==> src/rtl/emac_rx_nibble_reader_pkg.sv <==
// emac_rx_nibble_reader_pkg: shared state encodings, nibble constants and the queued beat record
package emac_rx_nibble_reader_pkg;
  typedef enum logic [2:0] {S_IDLE, S_PRE, S_LO, S_HI, S_DROP} state_e;
  localparam logic [3:0] NIB_PRE = 4'h5;
  localparam logic [3:0] NIB_SFD = 4'hD;
  localparam int ER_BIT = 5;
  localparam int DV_BIT = 4;
  typedef struct packed {
    logic       err;
    logic       last;
    logic [7:0] data;
  } beat_t;
endpackage

==> src/rtl/emac_rx_byte_skid.sv <==
// emac_rx_byte_skid: 2-entry {err,last,data} queue; head is always entry 0
module emac_rx_byte_skid import emac_rx_nibble_reader_pkg::*; (
  input  logic       clk,
  input  logic       rst_n,
  input  logic       push,
  input  beat_t      push_beat,
  input  logic       pop_ready,
  output beat_t      head,
  output logic       head_vld,
  output logic [1:0] q_occ
);
  beat_t e0_q, e0_d, e1_q, e1_d;
  logic [1:0] occ_q, occ_d, occ_pop;
  logic pop;
  always_comb begin
    pop = pop_ready && (occ_q != 2'd0);
    occ_pop = occ_q - {1'b0, pop};
    e0_d = pop ? e1_q : e0_q;
    e1_d = e1_q;
    if (push && occ_pop == 2'd0) e0_d = push_beat;
    if (push && occ_pop == 2'd1) e1_d = push_beat;
    occ_d = occ_pop + {1'b0, push};
  end
  always_ff @(posedge clk or negedge rst_n) begin
    if (!rst_n) begin
      e0_q <= '0;
      e1_q <= '0;
      occ_q <= '0;
    end else begin
      e0_q <= e0_d;
      e1_q <= e1_d;
      occ_q <= occ_d;
    end
  end
  assign head = e0_q;
  assign head_vld = occ_q != 2'd0;
  assign q_occ = occ_q;
  a_no_overflow: assert property (@(posedge clk) disable iff (!rst_n) !(push && occ_pop == 2'd2))
    else $error("byte queue overflow");
endmodule

==> src/rtl/emac_rx_nibble_reader.sv <==
// emac_rx_nibble_reader: strips preamble/SFD from MII FIFO entries and packs nibble pairs into a byte stream
module emac_rx_nibble_reader import emac_rx_nibble_reader_pkg::*; #(
  parameter int C_MAX_BYTES = 1518,
  parameter int C_CNT_WIDTH = 11
) (
  input  logic       Clk,
  input  logic       Rst_n,
  input  logic       Fifo_empty,
  output logic       Fifo_rd_en,
  input  logic       Fifo_rd_ack,
  input  logic [5:0] Fifo_dout,
  output logic [7:0] M_data,
  output logic       M_valid,
  input  logic       M_ready,
  output logic       M_last,
  output logic       M_err,
  output logic       Frame_drop
);
  state_e state_q, state_d;
  logic [3:0] lo_q, lo_d, n;
  logic [7:0] pend_q, pend_d;
  logic pend_vld_q, pend_vld_d, err_q, err_d, drop_q, drop_d, infl_q;
  logic push, do_flush, dv, er;
  logic [C_CNT_WIDTH-1:0] cnt_q, cnt_d;
  logic [1:0] q_occ;
  beat_t push_beat, head;
  assign dv = Fifo_dout[DV_BIT];
  assign er = Fifo_dout[ER_BIT];
  assign n = Fifo_dout[3:0];
  assign Fifo_rd_en = Rst_n && !Fifo_empty && (({1'b0, q_occ} + {2'b00, infl_q}) < 3'd2);
  always_comb begin
    state_d = state_q;
    lo_d = lo_q;
    pend_d = pend_q;
    pend_vld_d = pend_vld_q;
    err_d = err_q;
    cnt_d = cnt_q;
    drop_d = 1'b0;
    push = 1'b0;
    do_flush = 1'b0;
    push_beat = '{err: 1'b0, last: 1'b0, data: pend_q};
    if (Fifo_rd_ack) begin
      case (state_q)
        S_IDLE: if (dv) state_d = (n == NIB_PRE) ? S_PRE : (n == NIB_SFD) ? S_LO : S_DROP;
        S_PRE: begin
          state_d = !dv ? S_IDLE : (n == NIB_PRE) ? S_PRE : (n == NIB_SFD) ? S_LO : S_DROP;
          drop_d = !dv || (n != NIB_PRE && n != NIB_SFD);
        end
        S_LO: begin
          if (dv) begin
            lo_d = n;
            err_d = err_q | er;
            state_d = S_HI;
          end else do_flush = 1'b1;
        end
        S_HI: begin
          if (!dv) begin
            err_d = 1'b1;
            do_flush = 1'b1;
          end else if (cnt_q == C_CNT_WIDTH'(C_MAX_BYTES)) begin
            push = 1'b1;
            push_beat = '{err: 1'b1, last: 1'b1, data: pend_q};
            pend_vld_d = 1'b0;
            err_d = 1'b0;
            cnt_d = '0;
            state_d = S_DROP;
          end else begin
            push = pend_vld_q;
            pend_d = {n, lo_q};
            pend_vld_d = 1'b1;
            err_d = err_q | er;
            cnt_d = cnt_q + C_CNT_WIDTH'(1);
            state_d = S_LO;
          end
        end
        S_DROP: if (!dv) state_d = S_IDLE;
        default: state_d = S_IDLE;
      endcase
    end
    // Frame end: the held byte becomes last, or a byte-less frame is reported dropped
    if (do_flush) begin
      push = pend_vld_q;
      push_beat = '{err: err_d, last: 1'b1, data: pend_q};
      drop_d = !pend_vld_q;
      pend_vld_d = 1'b0;
      err_d = 1'b0;
      cnt_d = '0;
      state_d = S_IDLE;
    end
  end
  always_ff @(posedge Clk or negedge Rst_n) begin
    if (!Rst_n) begin
      state_q <= S_IDLE;
      lo_q <= '0;
      pend_q <= '0;
      pend_vld_q <= 1'b0;
      err_q <= 1'b0;
      cnt_q <= '0;
      drop_q <= 1'b0;
      infl_q <= 1'b0;
    end else begin
      state_q <= state_d;
      lo_q <= lo_d;
      pend_q <= pend_d;
      pend_vld_q <= pend_vld_d;
      err_q <= err_d;
      cnt_q <= cnt_d;
      drop_q <= drop_d;
      infl_q <= Fifo_rd_en;
    end
  end
  emac_rx_byte_skid u_skid (
    .clk(Clk),
    .rst_n(Rst_n),
    .push(push),
    .push_beat(push_beat),
    .pop_ready(M_ready),
    .head(head),
    .head_vld(M_valid),
    .q_occ(q_occ)
  );
  assign M_data = head.data;
  assign M_last = head.last;
  assign M_err = head.err;
  assign Frame_drop = drop_q;
  a_ack_after_pop: assert property (@(posedge Clk) disable iff (!Rst_n) Fifo_rd_ack |-> infl_q)
    else $error("Fifo_rd_ack without preceding Fifo_rd_en");
endmodule

==> config.mk <==
export PLATFORM = sky130hd
export DESIGN_NAME = emac_rx_nibble_reader
export DESIGN_NICKNAME = d
export VERILOG_FILES = /design/src/rtl/emac_rx_nibble_reader_pkg.sv /design/src/rtl/emac_rx_byte_skid.sv /design/src/rtl/emac_rx_nibble_reader.sv
export SDC_FILE = /design/constraint.sdc
export NUM_CORES = 1
export LEC_CHECK = 0
export CORE_MARGIN = 5
export CORE_UTILIZATION = 51
export DETAILED_ROUTE_END_ITERATION = 8
export HOLD_SLACK_MARGIN = 0.06
export PLACE_DENSITY = 0.8
export SYNTH_ARGS = -nofsm -noshare
export SYNTH_HDL_FRONTEND = slang
export SYNTH_HIERARCHICAL = 1
export SYNTH_SLANG_ARGS = --single-unit
==> constraint.sdc <==
create_clock -name Clk -period 2.1 [get_ports Clk]
set_input_delay 0.315 -clock Clk [delete_from_list [all_inputs] [get_ports Clk]]
set_output_delay 0.315 -clock Clk [all_outputs]
set_load 0.005 [all_outputs]
-- Word level (Yosys, flattened, before mapping)
Index checks and enable logic that the tools add are counted.
- $add $sub $neg: 4
- $lt $le $gt $ge: 1
- equal/unequal tests: 14
- multiplexer cells: 45
- bitwise logic cells: 2
- reductions and logical operators: 22
- operators with widths (operator ; number):
    two-way mux 10 bit ; 7
    two-way mux 11 bit ; 5
    two-way mux 3 bit ; 10
    two-way mux 1 bit ; 21
    one-hot mux 3 bit (5 select lines) ; 1
    != test 3 bit, second input constant ; 4
    adder 11 x 1 -> 11 bit, second input constant ; 1
    equality test 11 bit, second input constant ; 1
    nonzero test 2 bit ; 5
    equality test 3 x 2 -> 1 bit, second input constant ; 2
    logical AND 1 bit ; 6
    AND reduction 3 bit ; 2
    AND reduction 5 bit ; 1
    equality test 4 x 3 -> 1 bit, second input constant ; 1
    equality test 4 bit, second input constant ; 1
    != test 4 x 3 -> 1 bit, second input constant ; 1
    != test 4 bit, second input constant ; 1
    AND reduction 4 bit ; 1
    adder 2 x 1 -> 3 bit ; 1
    equality test 3 x 1 -> 1 bit, second input constant ; 1
    equality test 3 bit, second input constant ; 1
    logical NOT 1 bit ; 3
    logical NOT 3 bit ; 1
    < comparator 3 x 2 -> 1 bit, second input constant ; 1
    9 further kinds ; 9
- flip-flop bits (word level): 52
- bits of input ports: 11
- output and inout bits: 13
- word-level logic and storage cells: 103

-- Logic depth before layout (Yosys ltp)
- depth in word-level cells: 8
- mapped depth: 11
- gate-level depth less buffers: 9

-- Hierarchy
The synthesis kept the hierarchy.
- modules (own cells, without submodules) (module ; times used ; cells each ; area each (µm²) ; sequential area each (µm²)):
    emac_rx_nibble_reader ; 1 ; 158 ; 1567.8 ; 750.7
    emac_rx_byte_skid ; 1 ; 87 ; 954.7 ; 550.5

-- Least setup slack after synthesis
Ideal clock, no wire load.
- kind: reg2reg
- from: register cnt_q[0]
- to: register u_skid/e1_q[0] (netlist bit)
- library setup time: 0.125 ns
- arrival time: 1.866 ns
- required time: 1.975 ns
- slack: 0.110 ns
- cell stages (with the launch flop): 10
- buffers on the path: 1
- period minus slack after synthesis: 1.990 ns
- path through: dfrtp_1 -> inv_1 -> ha_1 -> nand4bb_1 -> or3_1 -> buf_4 -> nor2_1 -> o21a_1 -> nand3_4 -> mux2_2
- longest elaborated chain between the ends: 7
- ends and longest elaborated chain (element ; line ; text):
    from (decl) ; emac_rx_nibble_reader.sv:24 ; logic [C_CNT_WIDTH-1:0] cnt_q, cnt_d;
    from (signal assigned) ; emac_rx_nibble_reader.sv:107 ; cnt_q <= cnt_d;
    equality test 11 bit ; emac_rx_nibble_reader.sv:60 ; end else if (cnt_q == C_CNT_WIDTH'(C_MAX_BYTES)) begin
    two-way mux 1 bit ; emac_rx_nibble_reader.sv:60 ;
    two-way mux 1 bit ; emac_rx_nibble_reader.sv:57 ; if (!dv) begin
    two-way mux 1 bit ; emac_rx_nibble_reader.sv:43 ; case (state_q)
    two-way mux 1 bit ; emac_rx_nibble_reader.sv:42 ; if (Fifo_rd_ack) begin
    two-way mux 1 bit ; emac_rx_nibble_reader.sv:81 ; if (do_flush) begin
    via push ; emac_rx_nibble_reader.sv:23 ; logic push, do_flush, dv, er;
    logical AND 1 bit ; emac_rx_byte_skid.sv:21 ; if (push && occ_pop == 2'd1) e1_d = push_beat;
    to (signal assigned) ; emac_rx_byte_skid.sv:27 ; e1_q <= '0;
    to (signal assigned) ; emac_rx_byte_skid.sv:31 ; e1_q <= e1_d;
    to (decl) ; emac_rx_byte_skid.sv:12 ; beat_t e0_q, e0_d, e1_q, e1_d;
The timed path passes the listed nets, and every way through them passes these cells.
A chain may end at the register's enable or synchronous reset.

-- Worst setup path after layout
- from: register u_skid.occ_q[1], in the netlist u_skid/q_occ[1]
- to: output port Fifo_rd_en
- longest elaborated chain between the ends: 3
- ends and longest elaborated chain (element ; line ; text):
    from (decl) ; emac_rx_byte_skid.sv:13 ; logic [1:0] occ_q, occ_d, occ_pop;
    from (signal assigned) ; emac_rx_byte_skid.sv:28 ; occ_q <= '0;
    from (signal assigned) ; emac_rx_byte_skid.sv:32 ; occ_q <= occ_d;
    adder 2 x 1 -> 3 bit ; emac_rx_nibble_reader.sv:30 ; assign Fifo_rd_en = Rst_n && !Fifo_empty && (({1'b0, q_occ} + {2'b00, infl_q}) < 3'd2);
    < comparator 3 x 2 -> 1 bit ; emac_rx_nibble_reader.sv:30 ;
    logical AND 1 bit ; emac_rx_nibble_reader.sv:30 ;
    to (decl) ; emac_rx_nibble_reader.sv:9 ; output logic Fifo_rd_en,
Every way passes these cells.

==> metrics.log <==
[metrics] total number of vias: 1,941
[metrics] accumulated negative setup slack: 0 ps
[metrics] number of optimization iterations in the first detailed-route pass: 4
[metrics] number of placement rows: 25
[metrics] CP startpoint kind: register
[metrics] main combinational cell family by area after synthesis: simple AND/OR/NAND/NOR gates
[metrics] clock root buffer: sky130_fd_sc_hd__clkbuf_8
[metrics] arrival time of the worst setup path: 1700 ps
[metrics] setup repair after global routing missed its margin: no
[metrics] total length of routed wires: 4780 um
[metrics] H-Tree Level Count: 2
[metrics] antenna violations before repair: 0
[metrics] adder and majority gate portion of the synthesized area: 1.98%
[metrics] power density normalized to cell area: 710 nW/um2
[metrics] global-route wire length before repair: 8780 um
[metrics] critical-path cell list: a2111oi_4, clkdlybuf4s50_1
[metrics] largest clock skew in the final design: 9.16 ps
[metrics] Final Setup Violations: 0
[metrics] kind of capture point of the worst setup path: primary output
[metrics] highest clock frequency the design can meet: 0.497 GHz
[metrics] final cycle utilization of the critical path: 95.8%
[metrics] drt initial violations: 140
[metrics] multiplexer fraction of the synthesized cell area: 9.82%
[metrics] count of input and output buffers: 23
[metrics] Max stage delay on crit path: ~560 ps
[metrics] worst min-delay path category: primary input to async pin
[metrics] maximum number of pins on one net before global-route repair: 53
[metrics] GRT Overall Usage: 17.1%
[metrics] clock buffers created by TritonCTS: 5
[metrics] top-level I/O count: 24
[metrics] maximum number of buffers from clock root to sink: 2
[metrics] die boundary width: 80.3 um
[metrics] Seq/Total Area, Yosys: 51.6%
[metrics] mean instance size in the synthesized netlist: 10.3 um2
[metrics] post-synth cell types: 42
[metrics] hold violation count in the final report: 0
[metrics] number of global-route vias before repair: 1,934
[metrics] Routed wire per std cell: approximately 14 um
[metrics] Least-Margin Pin Slew: approximately 630 ps
[metrics] area inside the core boundary: around 4800 um2
[metrics] most used routing layer: met2
[metrics] endpoint of the worst setup timing path: Fifo_rd_en
[metrics] fraction of layout cells with a size suffix above 1: 17.4%
[metrics] TritonCTS clock tree: yes
[metrics] top cell type by total area after synthesis: sky130_fd_sc_hd__dfrtp_1
[metrics] required time at the worst-slack endpoint: 1780 ps
[metrics] synthesized instance count: around 250
[metrics] Final Instance Count excl. Fillers: between 300 and 400
[metrics] height of the chip: 80.3 um
[metrics] routing usage on met2: 28.7%
[metrics] reg-to-reg critical path startpoint: cnt_q[0]
[metrics] Seq cells post-synth: 52
[metrics] Slew Limit Headroom: between 50 and 60%
[metrics] Leakage: approximately 1.4 nW
[metrics] Final ANT Viol Nets: 0
[metrics] overall die area: 6450 um2
[metrics] final weighted congestion in routability-driven placement: ~0.86
[metrics] area growth from synthesis to final layout: 20.3%
[metrics] clock net sink count: 52
[metrics] yosys warns: 6
[metrics] net total in the final layout: 295
[metrics] minimum setup slack among reg-to-reg paths: 170 ps
[metrics] outcome: finished clean
[metrics] drt via density: 5.58
[metrics] leading post-synthesis cells by cell area: sky130_fd_sc_hd__dfrtp_1 52%, sky130_fd_sc_hd__mux2_2 6.3%, sky130_fd_sc_hd__a31oi_1 5.5%, sky130_fd_sc_hd__nand2_1 5.4%, sky130_fd_sc_hd__mux2_1 3.6%
[metrics] Critical Setup Path Class: register to primary output
[metrics] simple-gate area share of the yosys netlist: 18.4%
[metrics] Fill cells: 391
[metrics] worst reg2reg path depth: 10
[metrics] detailed placer's ending HPWL: between 3000 and 4000 um
[metrics] Synth Area in XOR/XNOR: around 1.3%
[metrics] overflow left after global routing: 0
[metrics] top fanout value on the critical path: 5
[metrics] post-route DRC violation count: 0
[metrics] final-report max-slew violation count: 0
[metrics] reg2reg end: u_skid/head[0]
[metrics] Max IR drop VDD: ~0.33 mV
[metrics] GR Util met3: 3.48%
[metrics] met1 routing resource usage after global routing: 22.1%
[metrics] worst setup path startpoint: u_skid/q_occ[1]
[metrics] # placed instances: 338
[metrics] post-route minimum period: 2010 ps
[metrics] count of antenna diodes in the layout: 0
[metrics] synthesized area: 2520 um2
[metrics] share of the synthesized area in the top cell type: 51.6%
[metrics] number of nets produced by synthesis: 260
[metrics] worst-skew pair later-pin latency: about 310 ps
[metrics] clock transition at the registers of the reported paths: 100 ps
[metrics] slowest stage cell on the critical path: sky130_fd_sc_hd__clkdlybuf4s50_1
[metrics] number of max-cap violations: 0
[metrics] fraction of the mapped netlist area in compound gates: about an eighth
[metrics] starting utilization of the core area: between 50 and 60%
[metrics] hold-fix buffer count after cts: 0
cell type report:
cell class	instances	area, um2	share of cell area, %
well taps	67	83.8	2.76
inverters	10	37.5	1.24
multi-input cells	172	1150	37.8
flip-flops and latches	52	1300	42.9
clock buffers	5	68.8	2.27
clock inverters	3	26.3	0.866
repair buffers	39	370	12.2
power breakdown:
part	leakage (nW)	switching [mW]	internal [mW]
sequential	0.715	0.0866	1.08
clock	0.0487	0.338	0.243
combinational	0.612	0.202	0.204
total	1.38	0.627	1.53
how the worst min path moves through the flow:
| stage | startpoint | to | slack (ps) | cells after the start |
|---|---|---|---|---|
| after global placement | infl_q | infl_q | 460 | 1 |
| after global routing | Rst_n | u_skid/head[3] | 170 | 2 |
| after CTS | Rst_n | u_skid/head[3] | 150 | 2 |
| final | Rst_n | u_skid/head[3] | 120 | 2 |
| after detailed placement | lo_q[1] | pend_q[1] | 470 | 1 |
| after floorplan | Rst_n | Frame_drop | 20 | 0 |
layout by cell type, fill, tap and decap left out, types with 3 or more instances in the layout:
cell                              Yosys  routed
sky130_fd_sc_hd__dfrtp_1             52      52
sky130_fd_sc_hd__nand2_1             36      36
sky130_fd_sc_hd__a31oi_1             22      22
sky130_fd_sc_hd__clkdlybuf4s50_1      0      22
sky130_fd_sc_hd__nor2_1              20      19
sky130_fd_sc_hd__mux2_2              14      14
sky130_fd_sc_hd__buf_4                1      14
sky130_fd_sc_hd__a21oi_1             11      11
sky130_fd_sc_hd__inv_1               10      10
sky130_fd_sc_hd__mux2_1               8       8
sky130_fd_sc_hd__nand3_1              5       5
sky130_fd_sc_hd__or4_1                5       5
sky130_fd_sc_hd__clkbuf_8             0       5
sky130_fd_sc_hd__nand4_1              4       4
sky130_fd_sc_hd__nor3_1               4       4
sky130_fd_sc_hd__nand3b_1             4       4
sky130_fd_sc_hd__o21ai_0              4       4
sky130_fd_sc_hd__o21ai_1              4       4
sky130_fd_sc_hd__ha_1                 4       4
sky130_fd_sc_hd__nand2b_1             3       3
stage by stage:
stage	instance area (um2)	total power, mW	hold WS, ps	setup slack [ps]	utilization (%)
CTS	3000	2.17	147	2.12	63.1
global route	3040	2.28	169	14.6	63.8
global placement	2900	1.56	455	29.5	60.9
detailed placement	2900	1.57	474	-108	60.9
finish	3040	2.16	120	89.0	63.8
floorplan	2520	1.41	19.4	110	-
flip-flops by register name, indices dropped and copies added, names as in the netlist, 2 cells and up:
signal        cells
cnt_q            11
u_skid/e1_q      10
u_skid/head      10
pend_q            8
lo_q              4
state_q           3
u_skid/q_occ      2
metal layers:
metal,routed length (um),up-vias
met5,0,-
met4,66,0
met3,182,6
met2,2350,37
met1,2180,934
li1,-,964
what timing repair did:
action | in CTS | in global routing
resized for setup | 2 | 4
setup endpoints to repair | 1 | 21
setup buffers | 0 | 2
pin swaps | 0 | 2
cells by family (layout without fill, tap and decap cells):
group / Yosys count / after routing
and+or+nand+nor: 91 / 91
AOI/OAI and AO/OA: 52 / 52
DFF: 52 / 52
muxes: 22 / 22
buffers and inverters: 21 / 57
adders and majority gates: 4 / 4
xor gates and xnor gates: 3 / 3
worst max-delay path: cells and delay by family, from the launching register on:
family / cells / cell delay [ps]
AO/OA/AOI/OAI: 1 / 360
buffers and inverters: 1 / 560
flip-flops: 1 / 470
synthesized netlist by cell type, drive strengths merged:
cell type,n
clkbuf,3
inv,10
ha,4
o32ai,1
or2,1
nand2,37
nand3,6
o21a,1
a21oi,11
nor4,1
a2111oi,3
or3,1
nand2b,3
buf,8
a31o,1
nor3,4
or4,5
and3b,2
xor2,1
nand3b,4
mux2,22
dfrtp,52
o311ai,1
a22oi,1
o2111ai,1
nor2,21
xnor2,2
nand4,4
a31oi,22
a21o,1
a211oi,1
nand4bb,1
o21ai,8
and3,1
No activity file was read; power rests on OpenSTA's default activity.
